$ cat src/rtl/serial_subtractor.sv
// rtl/serial_subtractor.sv - bit-serial LSB-first subtractor (a - b mod 2^WIDTH) with final borrow
//
// Ports:
//   clk    : system clock, rising edge
//   rst_n  : asynchronous active-low reset
//   start  : begin a subtraction (sampled only while idle)
//   a, b   : minuend / subtrahend, captured on the accepted start
//   busy   : high while bits are being processed
//   done   : one-cycle pulse, diff/c_out valid
//   diff   : result a - b modulo 2^WIDTH, held until the next done
//   c_out  : final borrow (a < b unsigned)
//
// Optional build macro SERIAL_SUB_SAT_EN: saturating unsigned subtract
// (diff forced to zero when the final borrow is set).

module serial_subtractor #(
    parameter int WIDTH = 8
) (
    input  logic             clk,
    input  logic             rst_n,
    input  logic             start,
    input  logic [WIDTH-1:0] a,
    input  logic [WIDTH-1:0] b,
    output logic             busy,
    output logic             done,
    output logic [WIDTH-1:0] diff,
    output logic             c_out
);

    localparam int CW = $clog2(WIDTH + 1);

    typedef enum logic [1:0] {
        S_IDLE,
        S_SHIFT,
        S_DONE
    } state_t;

    state_t           state_q;
    state_t           state_d;
    logic [WIDTH-1:0] a_sr;
    logic [WIDTH-1:0] b_sr;
    // Holds the WIDTH-1 result bits produced so far; the last bit is merged
    // in straight into diff_q on the final shift cycle.
    logic [WIDTH-2:0] d_sr;
    logic             bw_q;
    logic [CW-1:0]    cnt_q;
    logic [WIDTH-1:0] diff_q;
    logic             c_out_q;

    logic             last_bit;
    logic             hs1_d;
    logic             hs1_bo;
    logic             d_bit;
    logic             hs2_bo;
    logic             bw_next;

    // Full-subtractor cell: two half-subtractors plus the registered borrow.
    always_comb begin
        hs1_d   = a_sr[0] ^ b_sr[0];
        hs1_bo  = ~a_sr[0] & b_sr[0];
        d_bit   = hs1_d ^ bw_q;
        hs2_bo  = ~hs1_d & bw_q;
        bw_next = hs1_bo | hs2_bo;
    end

    assign last_bit = (cnt_q == CW'(WIDTH - 1));

    always_comb begin
        state_d = state_q;
        case (state_q)
            S_IDLE:  if (start) state_d = S_SHIFT;
            S_SHIFT: if (last_bit) state_d = S_DONE;
            S_DONE:  state_d = S_IDLE;
            default: state_d = S_IDLE;
        endcase
    end

    always_ff @(posedge clk or negedge rst_n) begin
        if (!rst_n) begin
            state_q <= S_IDLE;
        end else begin
            state_q <= state_d;
        end
    end

    always_ff @(posedge clk or negedge rst_n) begin
        if (!rst_n) begin
            a_sr    <= '0;
            b_sr    <= '0;
            d_sr    <= '0;
            bw_q    <= 1'b0;
            cnt_q   <= '0;
            diff_q  <= '0;
            c_out_q <= 1'b0;
        end else begin
            case (state_q)
                S_IDLE: begin
                    if (start) begin
                        a_sr  <= a;
                        b_sr  <= b;
                        bw_q  <= 1'b0;
                        cnt_q <= '0;
                    end
                end
                S_SHIFT: begin
                    a_sr  <= a_sr >> 1;
                    b_sr  <= b_sr >> 1;
                    d_sr  <= (WIDTH-1)'({d_bit, d_sr} >> 1);
                    bw_q  <= bw_next;
                    cnt_q <= cnt_q + CW'(1);
                    // diff/c_out only change here, on entry to DONE.
                    if (last_bit) begin
`ifdef SERIAL_SUB_SAT_EN
                        diff_q <= bw_next ? '0 : {d_bit, d_sr};
`else
                        diff_q <= {d_bit, d_sr};
`endif
                        c_out_q <= bw_next;
                    end
                end
                default: ;
            endcase
        end
    end

    assign busy  = (state_q == S_SHIFT);
    assign done  = (state_q == S_DONE);
    assign diff  = diff_q;
    assign c_out = c_out_q;

endmodule

$ cat config.mk
export PLATFORM = sky130hd
export DESIGN_NAME = serial_subtractor
export DESIGN_NICKNAME = d
export VERILOG_FILES = /design/src/rtl/serial_subtractor.sv
export SDC_FILE = /design/constraint.sdc
export NUM_CORES = 1
export LEC_CHECK = 0
export CORE_ASPECT_RATIO = 1.4
export CORE_MARGIN = 2
export CORE_UTILIZATION = 40
export CTS_BUF_LIST = sky130_fd_sc_hd__clkbuf_16
export CTS_CLUSTER_SIZE = 25
export DETAILED_ROUTE_END_ITERATION = 12
export SETUP_SLACK_MARGIN = 0.02
export SLEW_MARGIN = 20
export SYNTH_ARGS = -nofsm -noshare
export SYNTH_HDL_FRONTEND = slang
export SYNTH_SLANG_ARGS = --single-unit
export TNS_END_PERCENT = 50
$ cat constraint.sdc
create_clock -name clk -period 2.4 [get_ports clk]
set_clock_uncertainty 0.1 [all_clocks]
set_input_delay 0.36 -clock clk [delete_from_list [all_inputs] [get_ports clk]]
set_output_delay 0.36 -clock clk [all_outputs]
set_load 0.005 [all_outputs]
Word level (Yosys, flattened, before mapping)
Index checks and enable logic that the tools add are counted.

Bits in registers: 39. Bits of input ports: 19. Output and inout bits: 11. Logic and storage cells: 37.

Add/sub/neg operators: 1. Eq/ne operators: 5. Multiplexer cells: 11. Bitwise gates (word level): 7. Reduce and logical (&&, ||, !) cells: 5.

Operator list (count): $pmux W8 S2 (2); $mux W8 (2); $pmux W4 S2 (1); $reduce_and A2 Y1 (3); $add A4 B1 Y4 const B (1); $eq A4 B3 Y1 const B (1); $mux W2 (2); $mux W4 (1); $pmux W2 S2 (1); $and A1 B1 Y1 (2); $eq A2 B1 Y1 const B (1); $eq A2 B2 Y1 const B (1); $logic_not A2 Y1 (1); $ne A2 B1 Y1 const B (1); $ne A2 B2 Y1 const B (1); $not A1 Y1 (2); $pmux W1 S2 (1); $reduce_bool A2 Y1 (1); $xor A1 B1 Y1 (2); $mux W1 (1); $or A1 B1 Y1 (1).

Depth between registers and ports, before layout
Gate-level depths: netlist of run 1.

Depth in word-level cells: 5. Mapped depth: 6. Mapped depth without buffers: 4.

Worst setup path before layout of run 1
Ideal clock, no wire load.

Path kind: register -> register. Start point: register state_q[1]. End point: register diff_q[0], in the netlist diff[0]. Setup time: 125 ps. Arrival: 1343 ps. Required time: 2175 ps. Path slack: 832 ps. Cell stages (with the launch flop): 5. Buffers on the path: 1. Clock period less this slack: 1568 ps. Cells stage by stage: dfrtp_1 > buf_6 > nand2b_4 > nor3_4 > mux2_2.

Longest elaborated chain between the ends: 2.

RTL lines: from (decl) (RTL line 38) `state_t state_q;`; from (signal assigned) (RTL line 82) `state_q <= state_d;`; $eq A2 B1 Y1 (RTL line 96) `case (state_q)`; $reduce_and A2 Y1 (no line); to (signal assigned) (RTL line 116) `diff_q <= {d_bit, d_sr};`; to (decl) (RTL line 47) `logic [WIDTH-1:0] diff_q;`.

No other way between the ends. A chain may end at the register's enable or synchronous reset.

Final worst setup path of run 1
Start point: register state_q[1]. End point: output port busy.

Longest elaborated chain between the ends: 1.

RTL lines: $eq A2 B1 Y1 (RTL line 126) `assign busy = (state_q == S_SHIFT);`; to (decl) (RTL line 24) `output logic busy,`.

No other way between the ends.

==> results of run 1 <==
## metal layers
metal  vias to the layer above  routed length [um]  global-route usage, %
li1                        593                   -                      -
met2                        32                1640                   26.9
met5                         -                   0                      0
met4                         0                  54                   6.74
met3                         5                 163                   5.15
met1                       588                1360                   18.2
## through the flow
stage	utilization, %	cells
after global placement	50.3	223
after floorplan	-	154
after global routing	54.6	231
after CTS	54.6	231
after detailed placement	50.3	223
final	54.6	231
## report_power, final
part | internal [W] | switching [W]
clock | 0.000490 | 0.000260
sequential | 0.000943 | 0.000192
combinational | 0.000513 | 0.000478
## layout by cell type (no fill, tap or decap), drive strengths merged, types with 2 or more instances in the layout
cell / netlist / layout
o21ai: 17 / 17
nand2: 40 / 40
clkdlybuf4s50: 0 / 28
nand3: 3 / 3
nor2: 3 / 3
dfrtp: 39 / 39
mux2: 9 / 9
a21oi: 2 / 2
buf: 5 / 6
clkbuf: 3 / 5
a22oi: 13 / 13
nor2b: 3 / 3
clkinv: 1 / 3
inv: 4 / 4
a22o: 2 / 2
## worst max-delay path: cells and delay by family, from the launching register on
| family | cells | cell delay (ns) |
|---|---|---|
| buffers and inverters | 2 | 0.55 |
| DFF | 1 | 0.55 |
| and+or+nand+nor | 1 | 0.28 |
## sequential cells by signal, summed over array words and instances (netlist names)
register / cells
a_sr: 8
diff: 8
bw_q: 1
d_sr: 7
c_out: 1
state_q: 2
cnt_q: 4
b_sr: 8
## layout make-up
type | count | area [um2]
clock inverter | 3 | 43.8
clock buffer | 5 | 125
multi-input combinational | 102 | 618
tap | 43 | 53.8
fill | 374 | 1790
sequential | 39 | 977
inverter | 5 | 18.8
timing repair buffer | 34 | 323
## cells by family (layout without fill, tap and decap cells)
family / after synthesis / after routing
compound gates: 37 / 37
simple gates: 53 / 53
flops: 39 / 39
buf+inv: 13 / 47
mux: 10 / 10
fa+ha+maj: 2 / 2
## worst paths after layout
kind / to / slack [ns] / cells after the start
max: busy / 0.28 / 3
min: cnt_q[1] / 0.09 / 1
max reg2reg: diff[0] / 0.54 / 3
min reg2reg: b_sr[1] / 0.39 / 2
max in group asynchronous: state_q[1] / 1.51 / 1
min in group clk: b_sr[1] / 0.39 / 2
## what timing repair did
item	in CTS	in global routing
gates resized for setup	0	1
endpoints found under the setup margin	0	1
hold buffers	0	0
==> results_dict.tcl, run 1 <==
set metrics [dict create \
    outcome "completed" \
    n_antenna_cell 0 \
    path_cells "nand2b_4 -> clkinv_1 -> clkdlybuf4s50_1" \
    async_reset_ff_share_pct 100 \
    slew_headroom_pct 42.9 \
    post_cts_buffers 0 \
    die-area_um2 4680 \
    gr-total-overflow 0 \
    wl_um 3230 \
    cp-end-kind "output port" \
    gp_congestion 0.720 \
    final_net_count 208 \
    placed_area_um2 1990 \
    dp_hpwl_um 2140 \
    synth_fp_nets 175 \
    pin_count 30 \
    cp_max_fo 19 \
    netlist.area_leader.share_pct 59.0 \
    synthesis.area_um2 1660 \
    yosys.area.top_type "dfrtp_1" \
    synth_cell_type_count 25 \
    synth_adder_area_share_pct 1.97 \
    setup_violations 0 \
    cts_root_buf "clkbuf_16" \
    fin_ws_ns 0.276 \
    grt_pass1_wl_um 5650 \
    worstSkewPairLatency_ns 0.28 \
    cp.arrival_ns 1.66 \
    dr.pass1.iters 4 \
    start_kind "flip-flop" \
    synthFlopType "dfrtp_1" \
    cts_tree "yes" \
    tightestPinTransition_ns 0.856 \
    post_drt_wl_per_cell_um 14.0 \
    rows 27 \
    clkSlewWorstSetupHoldPaths_ns 0.06 \
    rr_startpoint "state_q[1]" \
    cts.sinks 39 \
    initial_utilization_pct 41.9 \
    maxSlewViolCount 0 \
    clock.fmax_mhz 471 \
    max-vdd-ir-drop_v 0.00101 \
    synthTopCellsByCount "nand2_1 (40), dfrtp_1 (39), o21ai_0 (17), a22oi_1 (13), mux2_2 (9)" \
    grt_pass1_vias 1292 \
    worstSetupStartpoint "state_q[1]" \
    synth_warnings 0 \
    die_x_um 58.4 \
    drv_cap 0 \
    synth_compound_gate_area_share_pct 14.1 \
    worst-setup-path-type "reg -> out" \
    hp-class "in -> async" \
    power.leakage_nw 0.951 \
    dp_slack_ns 0.416 \
    synthCells 154 \
    synth_top_family_by_area "simple AND/OR/NAND/NOR gates" \
    antenna_found_initial 0 \
    vias 1218 \
    synth_area_leaders "dfrtp_1 (59%), nand2_1 (9.1%), mux2_2 (6.1%), a22oi_1 (5.9%), o21ai_0 (5.1%)" \
    cts_made_buffers 5 \
    rsz0062_at_grt "false" \
    grt_max_degree 40 \
    synth_most_common_cell "nand2_1" \
    avgSynthCellArea_um2 10.7 \
    ys_ff_latch 39 \
    drive_gt1_share_pct 13.8 \
    ant_nets 0 \
    postLayoutCellArea_um2 2160 \
    port-buffer-count 29 \
    max_stage_delay_ns 0.55 \
    grt_util_all_layers_pct 15.9 \
    coreArea_um2 3950 \
    synth_xor_area_share_pct 0 \
    powerDensity_nw_per_um2 1330 \
    hold_viol 0 \
    die_h_um 80.1 \
    period_needed_ns 2.12 \
    ys_seq_area_share_pct 59.0 \
    cp_slowest_cell "dfrtp_2" \
    required_ns 1.94 \
    clk_path_buf_depth 2 \
    finalPower_w 0.00288 \
    yosys-mux-area-fraction_pct 6.73 \
    syn2layout_area_growth_pct 30.5 \
    synth-simple-area-share_pct 14.5 \
    viasPerCell 5.27 \
    setup_tns_ns 0 \
    synth_edf_count 0 \
    whs_ns 0.0916 \
    drt_iter0_markers 35 \
    drc 0 \
    htreeDepth 2 \
    finalCritPeriodShare_pct 88.5 \
]
No activity file was read; power rests on OpenSTA's default activity.
==> run 2, diff against run 1 <==
--- a/config.mk
+++ b/config.mk
@@ -6,7 +6,7 @@
 export NUM_CORES = 1
 export LEC_CHECK = 0
 export CORE_ASPECT_RATIO = 1.4
-export CORE_MARGIN = 2
+export CORE_MARGIN = 5
 export CORE_UTILIZATION = 40
 export CTS_BUF_LIST = sky130_fd_sc_hd__clkbuf_16
 export CTS_CLUSTER_SIZE = 25
==> results_dict.tcl, run 2 (synthesis gave the netlist of run 1 again) <==
set metrics [dict create \
    hp-class "in -> async" \
    viasPerCell 5.22 \
    cp.arrival_ns 1.57 \
    routed.top_layer "met4" \
    postCtsHoldBufs 0 \
    clkSlewWorstSetupHoldPaths_ns 0.05 \
    maxSlewViolCount 0 \
    setup_violations 0 \
    seq_power_share_pct 41.2 \
    pin_count 30 \
    powerDensity_nw_per_um2 1280 \
    cp_max_fo 12 \
    wl_um 3260 \
    max_stage_delay_ns 0.51 \
    hold_viol 0 \
    wl_met2_um 1600 \
    path_buf_inv 2 \
    dp_hpwl_um 2340 \
    slew_headroom_pct 43.4 \
    drt_iter0_markers 44 \
    drc 0 \
    die_h_um 86.1 \
    grt_pass1_wl_um 5660 \
    post_cts_buffers 0 \
    grt_pass1_vias 1258 \
    clk_path_buf_depth 2 \
    switchingPower_w 0.000905 \
    antenna_found_initial 0 \
    finalCritPeriodShare_pct 84.7 \
    drive_gt1_share_pct 11.8 \
    met1Wirelength_um 1410 \
    port-buffer-count 29 \
    power.leakage_nw 0.940 \
    drv_cap 0 \
    cp_slowest_cell "clkdlybuf4s50_1" \
    coreArea_um2 3990 \
    setup_tns_ns 0 \
    final_common_cell "nand2_1" \
    path_cells "nand2b_4 -> clkinv_1 -> clkdlybuf4s50_1" \
    required_ns 1.94 \
    p_int_w 0.00182 \
    n_antenna_cell 0 \
    rows 27 \
    gr-total-overflow 0 \
    fillerInstances 376 \
    cts_made_buffers 5 \
    final_net_count 207 \
    rsz0062_at_grt "false" \
    worst-setup-path-type "reg -> out" \
    ant_nets 0 \
    clock.fmax_mhz 492 \
    syn2layout_area_growth_pct 28.0 \
    cts_resized 0 \
    pwr-share-comb_pct 36.4 \
    max-vdd-ir-drop_v 0.000507 \
    die-area_um2 5540 \
    tightestPinTransition_ns 0.849 \
    dr_wl_met3_um 169 \
    gp_congestion 0.786 \
    start_kind "flip-flop" \
    final_cell_mix "nand2_1 (40), dfrtp_1 (39), clkdlybuf4s50_1 (28)" \
    outcome "completed" \
    grt_max_degree 40 \
    cts_root_buf "clkbuf_16" \
    cts.sinks 39 \
    vias 1200 \
    htreeDepth 2 \
    worstSkewPairLatency_ns 0.28 \
    grt_util_all_layers_pct 13.2 \
    p_clk_share_pct 22.4 \
    cts_tree "yes" \
    cp-end-kind "output port" \
    die_x_um 64.4 \
    post_drt_wl_per_cell_um 14.2 \
    path_delay_family "buffers and inverters" \
    dr.pass1.iters 4 \
    finalPower_w 0.00272 \
    period_needed_ns 2.03 \
    p_sw_share_pct 33.2 \
    initial_utilization_pct 41.5 \
]
==> run 2: changes by cell type in the layout (fill, tap and decap cells not counted), sizes merged <==
cell	delta
bufinv	-1
clkinv	-1
inv	+2
buf	-1
==> run 2: path summary, 6_finish.rpt <==
kind,startpoint,endpoint,slack (ns),depth (start not counted)
setup reg to reg,cnt_q[0],diff[4],0.67,4
min in group clk,d_sr[0],d_sr[0],0.38,2
setup / recovery,state_q[0],busy,0.37,3
hold / removal,rst_n,diff[0],0.09,1
max in group asynchronous,rst_n,c_out,1.57,1
hold reg to reg,d_sr[0],d_sr[0],0.38,2
==> run 2: final cells by class <==
cell class	instances	area (um2)	share of cell area, %
Tap cell	43	53.8	2.54
Multi-Input combinational cell	102	618	29.2
Clock inverter	3	12.5	0.590
Clock buffer	5	125	5.90
Inverter	5	18.8	0.885
Sequential cell	39	976	46.0
Timing Repair Buffer	33	315	14.9
==> run 2: metal layers <==
layer	vias to the layer above	track usage (%)
li1	586	-
met1	569	14.9
met2	36	22.0
met3	9	4.46
met4	0	6.92
met5	-	0
==> run 2: worst register-to-register path: stages, from the launching register on <==
cell and delay [ns]:
dfrtp_1 0.38, ha_1 0.19, nand2_1 0.11, nor3_4 0.43
mux2_2 0.40
==> run 2: stage by stage <==
stage	util [%]	worst slack, ns	instance area, um2	instances	hold slack, ns
6_report	53.2	0.366	2120	230	0.0937
4_1_cts	53.2	0.343	2120	230	0.120
5_1_grt	53.2	0.278	2120	230	0.174
3_5_place_dp	49.7	0.570	1980	222	0.375
3_3_place_gp	49.7	0.644	1980	222	0.365
2_1_floorplan	-	0.832	1660	154	-0.0356
==> run 2: power by group through the flow <==
stage	Combinational (W)	Sequential, W	Clock, W
5_1_grt	0.00112	0.00116	0.000656
3_5_place_dp	0.00101	0.00113	0
4_1_cts	0.00102	0.00113	0.000626
2_1_floorplan	0.000642	0.00110	0
6_report	0.000991	0.00112	0.000610
3_3_place_gp	0.000991	0.00112	0
==> run 3, diff against run 2 <==
==> constraint.sdc (replaced) <==
create_clock -name clk -period 2.05 [get_ports clk]
set_clock_uncertainty 0.1 [all_clocks]
set_input_delay 0.3075 -clock clk [delete_from_list [all_inputs] [get_ports clk]]
set_output_delay 0.3075 -clock clk [all_outputs]
set_load 0.005 [all_outputs]
==> results_dict.tcl, run 3 (synthesis gave the netlist of run 1 again) <==
set metrics [dict create \
    tightestPinTransition_ns 0.480 \
    die-area_um2 5540 \
    outcome "completed" \
    grt_pass1_wl_um 5770 \
    cts_made_buffers 5 \
    final_common_cell "nand2_1" \
    r2r_end "diff[1]" \
    fin_ws_ns 0.123 \
    viasPerCell 5.10 \
    grt_max_degree 40 \
    cp.arrival_ns 1.52 \
    cts_tree "yes" \
    drt_iter0_markers 32 \
    maxSlewViolCount 0 \
    setup_tns_ns 0 \
    finalCritPeriodShare_pct 94.0 \
    power.leakage_nw 0.975 \
    cts.sinks 39 \
    worst-setup-path-type "reg -> out" \
    cts_root_buf "clkbuf_16" \
    post_drt_wl_per_cell_um 13.3 \
    rr_startpoint "state_q[1]" \
    drc 0 \
    rr_worst_depth 4 \
    die_h_um 86.1 \
    grt_util_all_layers_pct 12.8 \
    clock.fmax_mhz 519 \
    pin_count 30 \
    worstSetupStartpoint "state_q[1]" \
    setup_violations 0 \
    ant_nets 0 \
    use_met1_pct 16.5 \
    worstSkewPairLatency_ns 0.27 \
    cp_max_fo 12 \
    vias 1204 \
    max-vdd-ir-drop_v 0.000802 \
    antenna_found_initial 0 \
    syn2layout_area_growth_pct 32.5 \
    rows 27 \
    rsz0062_at_grt "false" \
    dp_hpwl_um 2320 \
    gp_congestion 0.792 \
    cp-end-kind "output port" \
    clk_path_buf_depth 2 \
    initial_utilization_pct 41.5 \
    grt_pass1_vias 1281 \
    period_needed_ns 1.93 \
    use_met3_pct 2.75 \
    n_antenna_cell 0 \
    endpoint "busy" \
    coreArea_um2 3990 \
    clkSlewWorstSetupHoldPaths_ns 0.06 \
    powerDensity_nw_per_um2 1530 \
    grt_busiest_layer "met2" \
    final_net_count 213 \
    dp_slack_ns 0.406 \
    hold_viol 0 \
    required_ns 1.64 \
    final_cell_mix "nand2_1 (40), dfrtp_1 (39), clkdlybuf4s50_1 (28)" \
    port-buffer-count 29 \
    die_x_um 64.4 \
    regToRegSetupSlack_ns 0.45 \
    slew_headroom_pct 68.0 \
    hp-class "reg -> reg" \
    wl_um 3140 \
    start_kind "flip-flop" \
    dr.pass1.iters 4 \
    grtUsageMet2_pct 21.7 \
    drv_cap 0 \
    fillerInstances 389 \
    drive_gt1_share_pct 14.5 \
    post_cts_buffers 0 \
    gr-total-overflow 0 \
    htreeDepth 2 \
]
[run 3: per-layer routing]
layer  vias to the layer above  wire length [um]  share of wire, %
met1                       572              1410                45
met4                         0                15              0.48
met5                         -                 0                 0
met2                        27              1580                50
met3                         2               133               4.2
li1                        603                 -                 -
[run 3: per-stage QoR]
step | cells | hold WS [ns] | util (%) | total power (W) | area, um2
final | 236 | 0.365 | 55.0 | 0.00335 | 2190
after global routing | 236 | 0.411 | 55.0 | 0.00363 | 2190
after CTS | 236 | 0.372 | 55.0 | 0.00340 | 2190
after detailed placement | 227 | 0.289 | 50.7 | 0.00254 | 2020
after global placement | 227 | 0.287 | 50.7 | 0.00250 | 2020
after floorplan | 154 | -0.0881 | - | 0.00204 | 1660
[run 3: report_power, final]
part	internal, W	total, W	switching [W]
clock	0.000567	0.000846	0.000279
combinational	0.000621	0.00118	0.000560
sequential	0.00110	0.00132	0.000218
[run 3: critical path, cell delays in order (launching register included)]
cell and delay [ns]:
dfrtp_1 0.44, nand2b_4 0.23, clkinv_1 0.08, clkdlybuf4s50_1 0.49
[run 3: area by class of cell]
class | instances | area [um2] | area share (%)
repair buffers | 39 | 363 | 16.5
clock buffers | 5 | 125 | 5.70
inverters | 5 | 18.8 | 0.856
well taps | 43 | 53.8 | 2.45
multi-input cells | 102 | 618 | 28.2
clock inverters | 3 | 38.8 | 1.77
flip-flops and latches | 39 | 976 | 44.5
[run 3: repair_timing]
| item | 4_1_cts | 5_1_grt |
|---|---|---|
| setup endpoints to repair | 0 | 0 |
| resized for setup | 0 | 0 |
| hold buffers | 1 | 0 |
| endpoints found under the hold margin | 9 | 0 |
[run 3: how the worst min path moves through the flow]
stage | from | to | depth (start not counted)
finish | d_sr[0] | d_sr[0] | 2
global route | b_sr[1] | b_sr[1] | 2
CTS | d_sr[0] | d_sr[0] | 2
detailed placement | rst_n | diff[0] | 2
global placement | rst_n | diff[0] | 2
floorplan | rst_n | a_sr[0] | 0
